## src/rtl/instr_fetch_unit_if.sv

```systemverilog
// Handshake bundle for instr_fetch_unit: controller request, memory port and IR hand-off.
// The design binds to the slave modport and the environment driving it binds to the master modport.
interface instr_fetch_unit_if #(
  parameter int ADDR_W = 16,
  parameter int DATA_W = 16
);
  logic              fetch_start;
  logic              flush;
  logic [ADDR_W-1:0] pc_in;
  logic [ADDR_W-1:0] pc_next;
  logic              pc_load;
  logic [ADDR_W-1:0] mem_addr;
  logic              mem_read;
  logic [DATA_W-1:0] mem_data;
  logic              mem_ready;
  logic [DATA_W-1:0] ir_out;
  logic              ir_valid;
  logic              ir_ready;
  logic              busy;
  logic              fetch_err;

  modport slave (
    input  fetch_start, flush, pc_in, mem_data, mem_ready, ir_ready,
    output pc_next, pc_load, mem_addr, mem_read, ir_out, ir_valid, busy, fetch_err
  );

  modport master (
    output fetch_start, flush, pc_in, mem_data, mem_ready, ir_ready,
    input  pc_next, pc_load, mem_addr, mem_read, ir_out, ir_valid, busy, fetch_err
  );
endinterface

```

## src/rtl/instr_fetch_unit.sv

```systemverilog
// Instruction fetch unit: issues a read at the PC, latches the word, hands it over and pulses PC+1.
// Optional macro FETCH_TIMEOUT_EN adds a WAIT-state abort after TIMEOUT cycles with a fetch_err pulse.
//
// state | meaning
// IDLE  | no fetch outstanding, ir_out not offered
// WAIT  | read request driven, waiting for mem_ready
// HOLD  | instruction latched, offered until ir_ready
module instr_fetch_unit #(
  parameter int ADDR_W  = 16,
  parameter int DATA_W  = 16,
  parameter int TIMEOUT = 255
) (
  input  logic               clk,
  input  logic               rst_n,
  instr_fetch_unit_if.slave  bus
);

  typedef enum logic [1:0] {
    S_IDLE = 2'd0,
    S_WAIT = 2'd1,
    S_HOLD = 2'd2
  } state_t;

  state_t r_state;

  // The wait counter is 8 bits wide, so the limit has to fit it.
  if (TIMEOUT < 1 || TIMEOUT > 255) begin : g_bad_timeout
    $error("TIMEOUT must lie in 1..255 to fit the wait counter");
  end

`ifdef FETCH_TIMEOUT_EN
  localparam logic [7:0] TMO_LAST = 8'(TIMEOUT - 1);
  logic [7:0] r_wait_cnt;
`endif

  always_ff @(posedge clk or negedge rst_n) begin
    if (!rst_n) begin
      r_state       <= S_IDLE;
      bus.mem_addr  <= '0;
      bus.mem_read  <= 1'b0;
      bus.ir_out    <= '0;
      bus.ir_valid  <= 1'b0;
      bus.pc_load   <= 1'b0;
      bus.pc_next   <= '0;
      bus.busy      <= 1'b0;
      bus.fetch_err <= 1'b0;
`ifdef FETCH_TIMEOUT_EN
      r_wait_cnt    <= '0;
`endif
    end else begin
      bus.pc_load   <= 1'b0;
      bus.fetch_err <= 1'b0;
      case (r_state)
        S_IDLE: begin
          if (bus.fetch_start && !bus.flush) begin
            r_state      <= S_WAIT;
            bus.mem_addr <= bus.pc_in;
            bus.mem_read <= 1'b1;
            bus.busy     <= 1'b1;
`ifdef FETCH_TIMEOUT_EN
            r_wait_cnt   <= '0;
`endif
          end
        end
        S_WAIT: begin
          if (bus.flush) begin
            r_state      <= S_IDLE;
            bus.mem_read <= 1'b0;
            bus.busy     <= 1'b0;
          end else if (bus.mem_ready) begin
            r_state      <= S_HOLD;
            bus.ir_out   <= bus.mem_data;
            bus.ir_valid <= 1'b1;
            bus.mem_read <= 1'b0;
            bus.busy     <= 1'b0;
            bus.pc_load  <= 1'b1;
            bus.pc_next  <= bus.mem_addr + ADDR_W'(1);
`ifdef FETCH_TIMEOUT_EN
          end else if (r_wait_cnt == TMO_LAST) begin
            r_state       <= S_IDLE;
            bus.mem_read  <= 1'b0;
            bus.busy      <= 1'b0;
            bus.fetch_err <= 1'b1;
          end else begin
            r_wait_cnt <= r_wait_cnt + 8'd1;
`endif
          end
        end
        S_HOLD: begin
          if (bus.flush) begin
            r_state      <= S_IDLE;
            bus.ir_valid <= 1'b0;
          end else if (bus.ir_ready) begin
            bus.ir_valid <= 1'b0;
            // Back-to-back fetch skips the IDLE bubble.
            if (bus.fetch_start) begin
              r_state      <= S_WAIT;
              bus.mem_addr <= bus.pc_in;
              bus.mem_read <= 1'b1;
              bus.busy     <= 1'b1;
`ifdef FETCH_TIMEOUT_EN
              r_wait_cnt   <= '0;
`endif
            end else begin
              r_state <= S_IDLE;
            end
          end
        end
        default: r_state <= S_IDLE;
      endcase
    end
  end

endmodule

```

## src/flat_wrapper.sv

```systemverilog
// flat-port wrapper written by rule: the top's interface ports become plain ports
module instr_fetch_unit_flat 
#(
  parameter int ADDR_W  = 16,
  parameter int DATA_W  = 16,
  parameter int TIMEOUT = 255
)
  (clk, rst_n, bus_fetch_start, bus_flush, bus_pc_in, bus_mem_data, bus_mem_ready, bus_ir_ready, bus_pc_next, bus_pc_load, bus_mem_addr, bus_mem_read, bus_ir_out, bus_ir_valid, bus_busy, bus_fetch_err);
  instr_fetch_unit_if #(.ADDR_W(ADDR_W), .DATA_W(DATA_W)) bus_i ();
  input  logic clk;
  input  logic rst_n;
  input wire logic [$bits(bus_i.fetch_start)-1:0] bus_fetch_start;
  input wire logic [$bits(bus_i.flush)-1:0] bus_flush;
  input wire logic [$bits(bus_i.pc_in)-1:0] bus_pc_in;
  input wire logic [$bits(bus_i.mem_data)-1:0] bus_mem_data;
  input wire logic [$bits(bus_i.mem_ready)-1:0] bus_mem_ready;
  input wire logic [$bits(bus_i.ir_ready)-1:0] bus_ir_ready;
  output wire logic [$bits(bus_i.pc_next)-1:0] bus_pc_next;
  output wire logic [$bits(bus_i.pc_load)-1:0] bus_pc_load;
  output wire logic [$bits(bus_i.mem_addr)-1:0] bus_mem_addr;
  output wire logic [$bits(bus_i.mem_read)-1:0] bus_mem_read;
  output wire logic [$bits(bus_i.ir_out)-1:0] bus_ir_out;
  output wire logic [$bits(bus_i.ir_valid)-1:0] bus_ir_valid;
  output wire logic [$bits(bus_i.busy)-1:0] bus_busy;
  output wire logic [$bits(bus_i.fetch_err)-1:0] bus_fetch_err;
  assign bus_i.fetch_start = bus_fetch_start;
  assign bus_i.flush = bus_flush;
  assign bus_i.pc_in = bus_pc_in;
  assign bus_i.mem_data = bus_mem_data;
  assign bus_i.mem_ready = bus_mem_ready;
  assign bus_i.ir_ready = bus_ir_ready;
  assign bus_pc_next = bus_i.pc_next;
  assign bus_pc_load = bus_i.pc_load;
  assign bus_mem_addr = bus_i.mem_addr;
  assign bus_mem_read = bus_i.mem_read;
  assign bus_ir_out = bus_i.ir_out;
  assign bus_ir_valid = bus_i.ir_valid;
  assign bus_busy = bus_i.busy;
  assign bus_fetch_err = bus_i.fetch_err;
  instr_fetch_unit #(.ADDR_W(ADDR_W), .DATA_W(DATA_W), .TIMEOUT(TIMEOUT)) u_core (.clk(clk), .rst_n(rst_n), .bus(bus_i));
endmodule
```

## config.mk

```make
export PLATFORM = sky130hd
export DESIGN_NAME = instr_fetch_unit_flat
export DESIGN_NICKNAME = d
export VERILOG_FILES = /design/src/rtl/instr_fetch_unit_if.sv /design/src/rtl/instr_fetch_unit.sv /design/src/flat_wrapper.sv
export SDC_FILE = /design/constraint.sdc
export NUM_CORES = 1
export LEC_CHECK = 0
export CORE_MARGIN = 8
export CORE_UTILIZATION = 47
export DETAILED_ROUTE_END_ITERATION = 8
export HOLD_SLACK_MARGIN = 0.03
export PLACE_DENSITY_LB_ADDON = 0.25
export SETUP_SLACK_MARGIN = 0.1
export SLEW_MARGIN = 10
export SYNTH_ARGS = -nofsm -noshare
export SYNTH_HDL_FRONTEND = slang
export SYNTH_SLANG_ARGS = --single-unit
```

## constraint.sdc

```tcl
create_clock -name clk -period 2.7 [get_ports clk]
set_input_delay 0.54 -clock clk [delete_from_list [all_inputs] [get_ports clk]]
set_output_delay 0.54 -clock clk [all_outputs]
set_load 0.03 [all_outputs]
```

==> metrics <==
outcome=finished clean; crit path launch type=flop; total global-route track usage=0.150; Starting DRT DRC Count=79; Yosys reg bits=53; # clock sinks=53; Gate Count Post-Synth=182; Sw Ratio=0.372; Comb power frac=0.424; Layout Skew=0.00633 ns; crit path buf inv count=1; Clock Latency Late Sink=0.30 ns; Die Width=86.7 µm; Fmax=0.474 GHz; Starting Density=0.493; Detail Route Antenna Nets=0; XOR/XNOR share of the synthesized area=0.0523; Post-DP HPWL=4170 µm; grt ovf=0; CTS Buffer Depth=2; GP Congestion=0.764; first-pass GRT wire length=8980 µm; average instance area after synthesis=12.9 µm²; minimum clock period=2.11 ns; DR vias/cell=4.93; die height=86.7 µm; Fillers=360; Critical Path AT=1.57 ns; final setup fails=0; vias=1676; Setup Crit Path Kind=flop to primary output; core region area=4750 µm²; cell family with most CP delay=buffers and inverters; Lkg Pwr=1.34 nW; Seq pwr share=0.393; Rows=25; Slowest cell on crit path=clkdlybuf4s50_1; Adder-Cell Fraction of Synth Area=0.00533; Setup TNS Final=0 ns; largest family of logic cells by synthesized area=multiplexers; Crit path largest cell delay=0.75 ns; number of global-route vias before repair=1761; mux cell area share after synthesis=0.158; Switch Pwr=1.12 mW; Post-CTS Hold Fix Bufs=0; Yosys warning count=0; nature of the critical path endpoint=primary output; antenna violations before repair=0; n_diodes=0; Period Utilization, post-route=0.781; Root Driver=clkbuf_8; DR WL/cell=16.0 µm; port bufs=89; fin nets=311; CTS tree=built; PostCTS Resize Cnt=0; clock slew at reported path FFs=0.09 ns; Synth Area in Simple Gates=0.140; Internal=1.88 mW; final hold vios=0; cell area after synthesis=2350 µm²; Top Ports=91; worst-path cell chain=clkdlybuf4s50_1; Worst-Margin Slew=0.989 ns; share of cells above drive strength 1=0.209; # Post-CTS Setup Buffers=0; RSZ-0062 raised after global routing=no; clock share of power=0.183; Area growth syn-to-layout=44.9%; Multi-input gate area=965 µm²; crit path max fanout=7; max-cap violations=0; post-synth cell types=29; total routed wirelength=5430 µm; router iterations before antenna repair=4; Pwr per Cell Area=883 nW/µm²; Worst EP required=2.16 ns; Reg area=1330 µm²; Max VDD drop=0.486 mV; fin. max-slew vios=0; # H-tree levels=2; Seq/Total Area, Yosys=0.565; Net Count, Synth=221; largest net degree at the start of global routing=47; post-synthesis compound-gate area fraction=0.0533; Die ar.=7510 µm²; fin cells=340; normalized max-slew margin=0.341; Num CTS Buffers=5; Inst Count DP=332; DRC errors left=0; HP Class=primary input to async pin
==> power groups by stage <==
stage | clock network, mW | registers, mW | logic, mW
finish | 0.550 | 1.18 | 1.27
global route | 0.596 | 1.21 | 1.35
CTS | 0.560 | 1.18 | 1.29
detailed placement | 0 | 1.19 | 1.29
global placement | 0 | 1.19 | 1.27
floorplan | 0 | 1.59 | 0.302
==> worst register-to-register path, stage by stage (launching register included) <==
cell,delay (ns)
dfrtp_1,0.42
nand3b_4,0.20
nor2_4,0.42
buf_4,0.38
nor2_1,0.09
a21oi_1,0.13
==> layer usage <==
layer | vias up | global-route usage | wire [µm]
li1 | 809 | - | -
met1 | 820 | 0.184 | 2350
met2 | 42 | 0.247 | 2690
met3 | 5 | 0.0463 | 339
met4 | 0 | 0.0423 | 50
met5 | - | 0 | 0
==> worst paths after layout <==
kind | startpoint | endpoint | slack, ns | cells after the start
hold / removal | rst_n | u_core.bus.ir_out[2] | 0.40 | 1
setup reg to reg | u_core.r_state[1] | u_core.bus.pc_next[3] | 0.98 | 5
hold reg to reg | u_core.bus.ir_out[0] | u_core.bus.ir_out[0] | 0.51 | 1
min in group clk | u_core.bus.ir_out[0] | u_core.bus.ir_out[0] | 0.51 | 1
max in group asynchronous | rst_n | u_core.bus.mem_addr[7] | 1.61 | 2
setup / recovery | u_core.bus.mem_addr[2] | bus_mem_addr[2] | 0.59 | 1
==> cells by family (layout without fill, tap and decap cells) <==
logic type,Yosys count,count (layout)
simple gates,48,48
mux,33,33
flops,53,53
buf+inv,10,101
fa+ha+maj,1,1
other cells,1,1
xor+xnor,14,14
compound gates,22,22
==> synth_stat cells, drive strengths merged <==
library cell	number	area, µm²
buf	8	47.5
nor4	4	50.1
mux2	33	372
ha	1	12.5
xor2	2	17.5
xnor2	12	105
nand2	4	15.0
nor3	4	20.0
nand3	6	52.6
nand2b	4	25.0
a21o	2	15.0
o21ai	3	15.0
nor2b	2	12.5
o31ai	1	7.51
nor2	19	86.3
nand3b	2	27.5
dfrtp	53	1330
inv	2	7.51
a21oi	16	87.6
conb	1	3.75
nand4	3	40.0
==> per-stage QoR <==
| step | hold slack, ns | power, mW | setup WS, ns | utilization | instance area, µm² |
|---|---|---|---|---|---|
| CTS | 0.427 | 3.03 | 0.568 | 0.715 | 3400 |
| global route | 0.485 | 3.16 | 0.527 | 0.715 | 3400 |
| detailed placement | 0.493 | 2.48 | 0.361 | 0.691 | 3280 |
| finish | 0.402 | 3.00 | 0.592 | 0.715 | 3400 |
| global placement | 0.486 | 2.46 | 0.424 | 0.691 | 3280 |
| floorplan | 0.244 | 1.89 | 1.07 | - | 2350 |
==> sequential cells by signal, summed over array words and instances (netlist names) <==
name and count:
u_core.bus.busy 1, u_core.bus.ir_out 16, u_core.bus.ir_valid 1, u_core.bus.mem_addr 16, u_core.bus.pc_load 1, u_core.bus.pc_next 16
u_core.r_state 2
==> area by class of cell <==
class | count | share of cell area
flip-flops and latches | 53 | 0.390
multi-input cells | 119 | 0.284
repair buffers | 91 | 0.265
clock buffers | 7 | 0.0254
well taps | 67 | 0.0247
clock inverters | 1 | 0.00883
inverters | 2 | 0.00221
==> placed cells by master (no fill, tap or decap), types with 2 or more instances in the layout <==
cell | synthesis | routed
a21o_1 | 2 | 2
a21oi_1 | 14 | 14
a21oi_2 | 2 | 2
buf_4 | 3 | 2
clkbuf_8 | 0 | 6
clkdlybuf4s50_1 | 0 | 88
dfrtp_1 | 53 | 53
inv_1 | 2 | 2
mux2_2 | 33 | 33
nand2_1 | 4 | 4
nand2b_1 | 4 | 4
nand3_1 | 3 | 3
nand3_2 | 2 | 2
nor2_1 | 17 | 17
nor2_4 | 2 | 2
nor2b_1 | 2 | 2
nor3_1 | 4 | 4
nor4_2 | 4 | 4
o21ai_0 | 3 | 3
xnor2_1 | 12 | 12
xor2_1 | 2 | 2
No activity file was read; power rests on OpenSTA's default activity.
